===== src/rtl/muldiv_pkg.sv =====
// Shared types and constants for the iterative multiply/divide unit.
package muldiv_pkg;

  localparam int unsigned REG_BUS = 64;

  localparam logic MULDIV_SIGN   = 1'b1;
  localparam logic MULDIV_UNSIGN = 1'b0;

  typedef enum logic [1:0] {
    IDLE = 2'd0,
    CALC = 2'd1,
    DONE = 2'd2
  } state_e;

  // Operation attributes captured at accept time
  typedef struct packed {
    logic mul;    // 1 = multiply, 0 = divide/remainder
    logic neg_q;  // negate product / quotient
    logic neg_r;  // negate remainder (dividend sign)
  } op_t;

endpackage


===== src/rtl/muldiv_if.sv =====
// EX-stage request/response bundle for the multiply/divide unit.
interface muldiv_if import muldiv_pkg::*; #(
  parameter int unsigned XLEN = REG_BUS
);
  logic            req_valid_i;
  logic            mul_en_i;
  logic [XLEN-1:0] rs1_data_i;
  logic [XLEN-1:0] rs2_data_i;
  logic            rs1_sign_i;
  logic            rs2_sign_i;
  logic            flush_i;
  logic            req_ready_o;
  logic            busy_o;
  logic            resp_valid_o;
  logic [XLEN-1:0] data_1_o;
  logic [XLEN-1:0] data_2_o;

  modport master (
    output req_valid_i, mul_en_i, rs1_data_i, rs2_data_i, rs1_sign_i, rs2_sign_i, flush_i,
    input  req_ready_o, busy_o, resp_valid_o, data_1_o, data_2_o
  );

  modport slave (
    input  req_valid_i, mul_en_i, rs1_data_i, rs2_data_i, rs1_sign_i, rs2_sign_i, flush_i,
    output req_ready_o, busy_o, resp_valid_o, data_1_o, data_2_o
  );
endinterface


===== src/rtl/muldiv_signfix.sv =====
// Conditional two's-complement negation.
module muldiv_signfix #(
  parameter int unsigned W = 64
) (
  input  logic [W-1:0] data,
  input  logic         neg,
  output logic [W-1:0] result_c
);

  // Negate when requested, pass through otherwise
  assign result_c = neg ? (~data + W'(1)) : data;

endmodule


===== src/rtl/muldiv.sv =====
// Iterative radix-2 shift-add multiplier / restoring divider.
module muldiv import muldiv_pkg::*; #(
  parameter int unsigned XLEN = REG_BUS
) (
  input logic     clk,
  input logic     rst,
  muldiv_if.slave bus
);

  localparam int unsigned CNT_W = $clog2(XLEN);

  state_e             state, state_next;
  logic [CNT_W-1:0]   cnt, cnt_next;
  op_t                op;
  logic [XLEN-1:0]    acc_hi, acc_lo, op_b;
  logic [XLEN-1:0]    acc_hi_next, acc_lo_next;
  logic [XLEN-1:0]    data_1_q, data_2_q;
  logic               accept, div0, load_out;
  logic               rs1_neg, rs2_neg;
  logic [XLEN-1:0]    rs1_mag_c, rs2_mag_c;
  logic [XLEN:0]      mul_sum, div_shift, div_diff;
  logic [2*XLEN-1:0]  prod_fix_c;
  logic [XLEN-1:0]    quot_fix_c, rem_fix_c, rem_src;

  assign accept  = (state == IDLE) && bus.req_valid_i && !bus.flush_i;
  assign div0    = !op.mul && (op_b == '0);
  assign rs1_neg = (bus.rs1_sign_i == MULDIV_SIGN) && bus.rs1_data_i[XLEN-1];
  assign rs2_neg = (bus.rs2_sign_i == MULDIV_SIGN) && bus.rs2_data_i[XLEN-1];

  muldiv_signfix #(.W(XLEN)) u_rs1_abs (.data(bus.rs1_data_i), .neg(rs1_neg), .result_c(rs1_mag_c));
  muldiv_signfix #(.W(XLEN)) u_rs2_abs (.data(bus.rs2_data_i), .neg(rs2_neg), .result_c(rs2_mag_c));

  // State and iteration counter register
  always_ff @(posedge clk or negedge rst) begin
    if (!rst) begin
      state <= IDLE;
      cnt   <= '0;
    end else begin
      state <= state_next;
      cnt   <= cnt_next;
    end
  end

  // Next state; flush beats both accept and completion
  always_comb begin
    state_next = state;
    cnt_next   = cnt;
    load_out   = 1'b0;
    case (state)
      IDLE: begin
        if (accept) begin
          state_next = CALC;
          cnt_next   = '0;
        end
      end
      CALC: begin
        if (bus.flush_i) begin
          state_next = IDLE;
          cnt_next   = '0;
        end else if (div0 || (cnt == CNT_W'(XLEN-1))) begin
          state_next = DONE;
          cnt_next   = '0;
          load_out   = 1'b1;
        end else begin
          cnt_next = cnt + CNT_W'(1);
        end
      end
      DONE:    state_next = IDLE;
      default: state_next = IDLE;
    endcase
  end

  // One multiply or divide step; both share the hi/lo accumulator
  always_comb begin
    mul_sum     = {1'b0, acc_hi} + {1'b0, op_b};
    div_shift   = {acc_hi, acc_lo[XLEN-1]};
    div_diff    = div_shift - {1'b0, op_b};
    acc_hi_next = acc_hi;
    acc_lo_next = acc_lo;
    if (op.mul) begin
      if (acc_lo[0]) {acc_hi_next, acc_lo_next} = {mul_sum, acc_lo[XLEN-1:1]};
      else           {acc_hi_next, acc_lo_next} = {1'b0, acc_hi, acc_lo[XLEN-1:1]};
    end else if (!div_diff[XLEN]) begin
      acc_hi_next = div_diff[XLEN-1:0];
      acc_lo_next = {acc_lo[XLEN-2:0], 1'b1};
    end else begin
      acc_hi_next = div_shift[XLEN-1:0];
      acc_lo_next = {acc_lo[XLEN-2:0], 1'b0};
    end
  end

  // On divide-by-zero the untouched dividend magnitude is re-signed as the remainder
  assign rem_src = div0 ? acc_lo : acc_hi_next;

  muldiv_signfix #(.W(2*XLEN)) u_prod_fix (.data({acc_hi_next, acc_lo_next}), .neg(op.neg_q), .result_c(prod_fix_c));
  muldiv_signfix #(.W(XLEN))   u_quot_fix (.data(acc_lo_next), .neg(op.neg_q), .result_c(quot_fix_c));
  muldiv_signfix #(.W(XLEN))   u_rem_fix  (.data(rem_src),     .neg(op.neg_r), .result_c(rem_fix_c));

  // Operand capture, iteration and result registers
  always_ff @(posedge clk or negedge rst) begin
    if (!rst) begin
      op       <= '0;
      acc_hi   <= '0;
      acc_lo   <= '0;
      op_b     <= '0;
      data_1_q <= '0;
      data_2_q <= '0;
    end else begin
      if (accept) begin
        op       <= '{mul: bus.mul_en_i, neg_q: rs1_neg ^ rs2_neg, neg_r: rs1_neg};
        acc_hi   <= '0;
        acc_lo   <= rs1_mag_c;
        op_b     <= rs2_mag_c;
      end else if ((state == CALC) && !div0) begin
        acc_hi   <= acc_hi_next;
        acc_lo   <= acc_lo_next;
      end
      if (load_out) begin
        if (op.mul) begin
          {data_2_q, data_1_q} <= prod_fix_c;
        end else if (div0) begin
          data_1_q <= '1;
          data_2_q <= rem_fix_c;
        end else begin
          data_1_q <= quot_fix_c;
          data_2_q <= rem_fix_c;
        end
      end
    end
  end

  assign bus.req_ready_o  = (state == IDLE) && rst;
  assign bus.busy_o       = (state == CALC) || (state == DONE);
  assign bus.resp_valid_o = (state == DONE) && !bus.flush_i;
  assign bus.data_1_o     = data_1_q;
  assign bus.data_2_o     = data_2_q;

endmodule


===== src/flat_wrapper.sv =====
// flat-port wrapper written by rule: the top's interface ports become plain ports
module muldiv_flat import muldiv_pkg::*;
#(
  parameter int unsigned XLEN = REG_BUS
)
  (clk, rst, bus_req_valid_i, bus_mul_en_i, bus_rs1_data_i, bus_rs2_data_i, bus_rs1_sign_i, bus_rs2_sign_i, bus_flush_i, bus_req_ready_o, bus_busy_o, bus_resp_valid_o, bus_data_1_o, bus_data_2_o);
  muldiv_if #(.XLEN(XLEN)) bus_i ();
  input logic clk;
  input logic rst;
  input wire logic [$bits(bus_i.req_valid_i)-1:0] bus_req_valid_i;
  input wire logic [$bits(bus_i.mul_en_i)-1:0] bus_mul_en_i;
  input wire logic [$bits(bus_i.rs1_data_i)-1:0] bus_rs1_data_i;
  input wire logic [$bits(bus_i.rs2_data_i)-1:0] bus_rs2_data_i;
  input wire logic [$bits(bus_i.rs1_sign_i)-1:0] bus_rs1_sign_i;
  input wire logic [$bits(bus_i.rs2_sign_i)-1:0] bus_rs2_sign_i;
  input wire logic [$bits(bus_i.flush_i)-1:0] bus_flush_i;
  output wire logic [$bits(bus_i.req_ready_o)-1:0] bus_req_ready_o;
  output wire logic [$bits(bus_i.busy_o)-1:0] bus_busy_o;
  output wire logic [$bits(bus_i.resp_valid_o)-1:0] bus_resp_valid_o;
  output wire logic [$bits(bus_i.data_1_o)-1:0] bus_data_1_o;
  output wire logic [$bits(bus_i.data_2_o)-1:0] bus_data_2_o;
  assign bus_i.req_valid_i = bus_req_valid_i;
  assign bus_i.mul_en_i = bus_mul_en_i;
  assign bus_i.rs1_data_i = bus_rs1_data_i;
  assign bus_i.rs2_data_i = bus_rs2_data_i;
  assign bus_i.rs1_sign_i = bus_rs1_sign_i;
  assign bus_i.rs2_sign_i = bus_rs2_sign_i;
  assign bus_i.flush_i = bus_flush_i;
  assign bus_req_ready_o = bus_i.req_ready_o;
  assign bus_busy_o = bus_i.busy_o;
  assign bus_resp_valid_o = bus_i.resp_valid_o;
  assign bus_data_1_o = bus_i.data_1_o;
  assign bus_data_2_o = bus_i.data_2_o;
  muldiv #(.XLEN(XLEN)) u_core (.clk(clk), .rst(rst), .bus(bus_i));
endmodule

===== config.mk =====
export PLATFORM = sky130hd
export DESIGN_NAME = muldiv_flat
export DESIGN_NICKNAME = d
export VERILOG_FILES = /design/src/rtl/muldiv_pkg.sv /design/src/rtl/muldiv_if.sv /design/src/rtl/muldiv_signfix.sv /design/src/rtl/muldiv.sv /design/src/flat_wrapper.sv
export SDC_FILE = /design/constraint.sdc
export NUM_CORES = 2
export LEC_CHECK = 0
export BUFFER_PORTS_ARGS = -buffer_cell sky130_fd_sc_hd__buf_2
export CORE_MARGIN = 5
export CORE_UTILIZATION = 50
export CTS_BUF_LIST = sky130_fd_sc_hd__clkbuf_16
export DETAILED_ROUTE_END_ITERATION = 8
export GPL_ROUTABILITY_DRIVEN = 0
export PLACE_DENSITY = 0.7
export SETUP_SLACK_MARGIN = 0.15
export SLEW_MARGIN = 10
export SYNTH_ARGS = -nofsm -noshare
export SYNTH_HDL_FRONTEND = slang
export SYNTH_SLANG_ARGS = --single-unit
export TNS_END_PERCENT = 1

===== constraint.sdc =====
create_clock -name clk -period 12.33 [get_ports clk]
set_clock_uncertainty 0.05 [all_clocks]
set_input_delay 1.8495 -clock clk [delete_from_list [all_inputs] [get_ports clk]]
set_output_delay 1.8495 -clock clk [all_outputs]
set_load 0.05 [all_outputs]

* Yosys cells after proc, flatten, opt, wreduce, memory -nomap -nowiden *
Cells that the tools add are included.

storage, ports and cells
  register bits = 331
  input bits = 135

cells by class
  add/sub/neg operators = 8
  equal/unequal tests = 5
  muxes and demuxes = 30
  bitwise logic cells = 6
  reductions and logical operators = 19

operator list
  kind                     count
  $mux 64                  17
  $add 64x1->64 const B    4
  $not 64->64              4
  $add 128x1->128 const B  1
  $mux 128                 1
  $not 128->128            1
  $add 64x64->65           1
  $sub 65x64->65           1
  $logic_not 64->1         1
  $mux 6                   3
  $pmux 6 s2               1
  $logic_and 1x1->1        8
  $add 6x1->6 const B      1
  $eq 6x6->1 const B       1
  $mux 2                   3
  $mux 1                   4
  $pmux 2 s2               1
  $reduce_and 2->1         2
  $reduce_bool 2->1        2
  $logic_not 1->1          3
  $ne 3x2->1 const B       1
  $eq 2x1->1 const B       1
  $eq 2x2->1 const B       1
  $logic_not 2->1          1
  other kinds (3)          4

* Depth between registers and ports, before layout *
  depth after elaboration = 8
  gate-level depth with buffers = 27

* Cells and area by module *
From an unflattened synthesis, not the netlist that was laid out.

unflattened totals
  cells, all modules = 4,627
  area total of the unflattened synthesis = 36,383.6 µm²

modules (own cells, without submodules)
  module                                   times used  cells an instance  area an instance (µm²)
  muldiv                                   1           3,283              26,481.6
  muldiv_signfix at u_core.u_quot_fix ...  4           206                1,649.1
  muldiv_signfix at u_core.u_prod_fix      1           520                3,305.7

* Worst setup path before layout *
No wires, ideal clock.

  path type = register to register
  start point = register u_core.op[2] in the netlist's numbering
  end point = register u_core.data_2_q[28], in the netlist u_core.bus.data_2_o[28]
  library setup time = 76 ps
  arrival time = 5,770 ps
  required time = 12,204 ps
  setup slack = 6,433 ps
  stages on the path, launching flop included = 27
  buffers on the path = 10
  path through = dfrtp_1 -> buf_2 -> buf_1 -> buf_2 -> buf_1 -> clkbuf_1 -> clkbuf_1 -> buf_1 -> buf_1 -> clkbuf_1 -> clkbuf_1 -> a21oi_1 -> ha_1 -> o21ai_0 -> nor4_1 -> nand2_1 -> nor2_1 -> nand2_1 -> or3_1 -> o21ai_0 -> nor3b_1 -> nand4_1 -> or2_1 -> o41ai_1 -> xor2_1 -> mux2_2 -> o21ai_1

on the way
  cells in the longest elaborated chain, start to end = 7
  elaborated cells between the ends (all ways) = 16

RTL lines
  element                 RTL line              source
  start, declared         muldiv.sv:14          op_t op;
  start signal, assigned  muldiv.sv:110         op <= '{mul: bus.mul_en_i, neg_q: rs1_neg ^ rs2_neg, neg_r: rs1_neg};
  $logic_not 1->1         muldiv.sv:26          assign div0 = !op.mul && (op_b == '0);
  $logic_and 1x1->1       muldiv.sv:26
  $mux 64                 muldiv.sv:93          assign rem_src = div0 ? acc_lo : acc_hi_next;
  $not 64->64             muldiv_signfix.sv:11  assign result_c = neg ? (~data + W'(1)) : data;
  $add 64x1->64           muldiv_signfix.sv:11
  $mux 64                 muldiv_signfix.sv:11
  $mux 64                 muldiv.sv:119         if (op.mul) begin
  end signal, assigned    muldiv.sv:120         {data_2_q, data_1_q} <= prod_fix_c;
  end signal, assigned    muldiv.sv:123         data_2_q <= rem_fix_c;
  end signal, assigned    muldiv.sv:126         data_2_q <= rem_fix_c;
  end, declared           muldiv.sv:17          logic [XLEN-1:0] data_1_q, data_2_q;

Several ways; a longest one is shown, not always the timed one.
A chain may end at the register's enable or synchronous reset.

* Worst setup path after layout *
  start point = register u_core.op_b[34]
  end point = register u_core.data_2_q[60], in the netlist u_core.bus.data_2_o[60]

on the way
  cells in the longest elaborated chain, start to end = 8
  elaborated cells between the ends (all ways) = 21

RTL lines
  element                                           RTL line                    source
  start, declared                                   muldiv.sv:15                logic [XLEN-1:0] acc_hi, acc_lo, op_b;
  start signal, assigned                            muldiv.sv:113               op_b <= rs2_mag_c;
  $sub 65x64->65 or $add 64x64->65 (tied branches)  muldiv.sv:77, muldiv.sv:75
  $mux 64, on equally long branches                 muldiv.sv:83, muldiv.sv:81
  $mux 64                                           muldiv.sv:80                if (op.mul) begin
  $mux 64                                           muldiv.sv:93
  $not 64->64                                       muldiv_signfix.sv:11
  $add 64x1->64                                     muldiv_signfix.sv:11
  $mux 64                                           muldiv_signfix.sv:11
  $mux 64                                           muldiv.sv:119

Several ways; a longest one is shown, not always the timed one.

==> out/metrics.yaml <==
rows: 95
clk_pin_slew_ns: 0.06
synth_area_um2: 34100
area_growth_pct: 9.40
die_area_um2: 73600
synth-warning-count: 0
initial_utilization: 0.506
routed_wl_mm: 138
drt_iter0_drc: 5231
root_buffer: "clkbuf_16"
final_antenna_net_count: 0
slew_violations: 0
timing.fmax_mhz: 120
layout_min_cycle_time_ns: 8.32
fin_ws_ns: 4.01
cts_buffers: 44
first_pass_iters: 8
post_cts_resized: 0
rsz0062_at_grt: "no"
crit_top_cell: "nand2_1"
ff2ff_path_depth: 26
dp_hpwl_mm: 105
clk_latency_ns: 0.62
fin_tns_setup_ns: 0
fin_crit_sh: 0.674
synth.top_cell.area_share: 0.243
core_um2: 67400
cts_setup_buffers: 0
synth_seq_area_share: 0.243
io-pin-count: 266
dr_total_vias: 37909
cts_hold_buf: 0
hold_path_class: "reg -> reg"
critPathMaxStageDelay_ns: 0.83
grt_remaining_overflow: 0
crit_buf_inv: 1
io_buffers: 265
dp_slack_ns: 4.48
crit_path_start_kind: "register"
h-tree-depth: 2
final_hold_viol_count: 0
cp.depth: 26
crit_path_end_kind: "register"
async_flop_share: 1.00
cp.required_ns: 12.82
synth.area.top_cells: "dfrtp_1 (24%), nand2_1 (7.1%), a21oi_1 (6.4%), o21ai_0 (6.1%), xnor2_1 (5.6%)"
cts_tree: "yes"
drcViolationCount: 0
via_per_inst: 6.73
reg2reg_slack_ns: 4.01
synth_enable_flop_cells: 0
crit_family: "simple AND/OR/NAND/NOR gates"
ys.flop_type: "dfrtp_1"
outcome: "finished, final reports clean"
finalNonFillerCells: 5633
synth.largest_area_cell: "dfrtp_1"
fill_cells: 6542
dp.cells: 5554
slowest_stage: "o21ai_0"
grt_pass1_wl_mm: 208
syn_inst: 4661
grt_usage: 0.356
nets: 5000
clock-sinks: 331
max_slew.worst_pin.slew_ns: 1.15
grt_pass1_vias: 34715
cap_violations: 0
finalSetupViolCount: 0
layout-drive-gt1-share: 0.109
setup.worst_path.end: "u_core.bus.data_2_o[60]"
die_h_um: 271
wl_per_cell_um: 24.6
avgSynthCellArea_um2: 7.32
chipWidth_um: 271
syn_nets: 4934
antenna_found_initial: 1
arrival_ns: 8.81
ys_types: 109
cts.path.max_buffers: 3
yosys_register_bits: 331
slew_headroom: 0.232
crit_start: "u_core.op_b[34]"
critPathKind: "reg -> reg"
r2r_end: "u_core.bus.data_2_o[60]"
fin_util: 0.554
grt_max_degree: 129
r2r_start: "u_core.op_b[34]"
cp_max_fo: 14
-- worst min-delay path by stage --
stage	start	end	slack (ns)	cells past startpoint
after floorplan	u_core.cnt[5]	u_core.cnt[5]	0.39	1
after global placement	u_core.bus.data_2_o[35]	u_core.bus.data_2_o[35]	0.40	2
after detailed placement	u_core.bus.data_2_o[12]	u_core.bus.data_2_o[12]	0.41	2
after CTS	u_core.bus.data_2_o[35]	u_core.bus.data_2_o[35]	0.43	2
after global routing	u_core.bus.data_2_o[29]	u_core.bus.data_2_o[29]	0.45	2
final	u_core.cnt[5]	u_core.cnt[5]	0.43	1
-- layout make-up --
type | count | area, µm² | area share
Tap cell | 873 | 1090 | 0.0293
Clock inverter | 33 | 322 | 0.00861
Antenna cell | 1 | 2.50 | 0.0000670
Multi-Input combinational cell | 3889 | 24100 | 0.647
Timing Repair Buffer | 330 | 1860 | 0.0499
Inverter | 131 | 492 | 0.0132
Clock buffer | 45 | 1130 | 0.0302
Sequential cell | 331 | 8290 | 0.222
-- cell usage after synthesis, drive strengths merged, types with 14 or more instances --
master and number:
nand2 649, a21oi 442, o21ai 427, nor2 411, dfrtp 331, xnor2 220
clkbuf 213, xor2 173, nor3 161, ha 136, inv 130, mux2i 113
buf 97, nand3 95, nand4 90, nor4 84, o31ai 74, o211ai 72
a31oi 66, or3 60, a21o 49, a211oi 40, nand2b 36, o41ai 32
o21a 29, or4 27, o21bai 25, and2 24, mux2 24, or2 23
a22oi 21, and3 20, nor2b 19, o22ai 19, o221ai 17, o31a 16
a211o 14, a21boi 14, o2111ai 14
-- cell usage in the layout (no fill, tap or decap), types with 113 or more instances in the layout --
master and count:
nand2_1 644, a21oi_1 438, o21ai_0 414, nor2_1 404, dfrtp_1 328, buf_2 264
xnor2_1 220, xor2_1 173, nor3_1 156, inv_1 137, ha_1 136, mux2i_1 113
-- logic make-up (layout without fill, tap and decap cells) --
family / count (synthesis) / count (layout) / share of synthesized area
fa+ha+maj: 138 / 138 / 0.0510
flops: 331 / 331 / 0.243
xor+xnor: 393 / 393 / 0.101
mux: 137 / 137 / 0.0411
other cells: 0 / 1 / 0
compound gates: 1479 / 1479 / 0.272
buf+inv: 441 / 539 / 0.0519
simple gates: 1742 / 1742 / 0.240
-- worst reg2reg max path: stages (launching register included) --
cell	delay, ns
dfrtp_1	0.45
inv_1	0.07
ha_1	0.46
nand2_1	0.11
o21ai_0	0.26
a21oi_1	0.15
o31a_1	0.35
o21ai_2	0.67
nand2_1	0.22
nand3_1	0.21
nor2_1	0.23
a21oi_1	0.29
ha_1	0.25
o21ai_0	0.17
nor4_1	0.32
nand2_1	0.17
nor2_1	0.37
nand2_1	0.23
or3_1	0.38
o21ai_0	0.83
nor3b_1	0.37
nand4_1	0.29
or3_1	0.53
o31a_1	0.33
xnor2_1	0.12
and2_1	0.19
nor3_2	0.16
-- layer usage --
layer,vias up,global-route usage,part of all wire
met1,17814,0.466,0.38
li1,17109,-,-
met5,-,0,0
met2,2465,0.539,0.43
met3,521,0.0872,0.11
met4,0,0.200,0.072
-- metrics by stage --
step / hold WS (ns) / instance area [µm²]
finish: 0.426 / 37300
global route: 0.455 / 37300
CTS: 0.426 / 37300
detailed placement: 0.409 / 35900
global placement: 0.400 / 35900
floorplan: 0.388 / 34100
-- flip-flops by register name, indices dropped and copies added (netlist names) --
register	cells
u_core.acc_hi	64
u_core.acc_lo	64
u_core.bus.data_1_o	64
u_core.bus.data_2_o	64
u_core.cnt	6
u_core.op	3
u_core.op_b	64
u_core.state	2
Power is left out: the tool's default activity adds up to more than one toggle a clock period on the data nets, which glitch-free logic cannot reach.
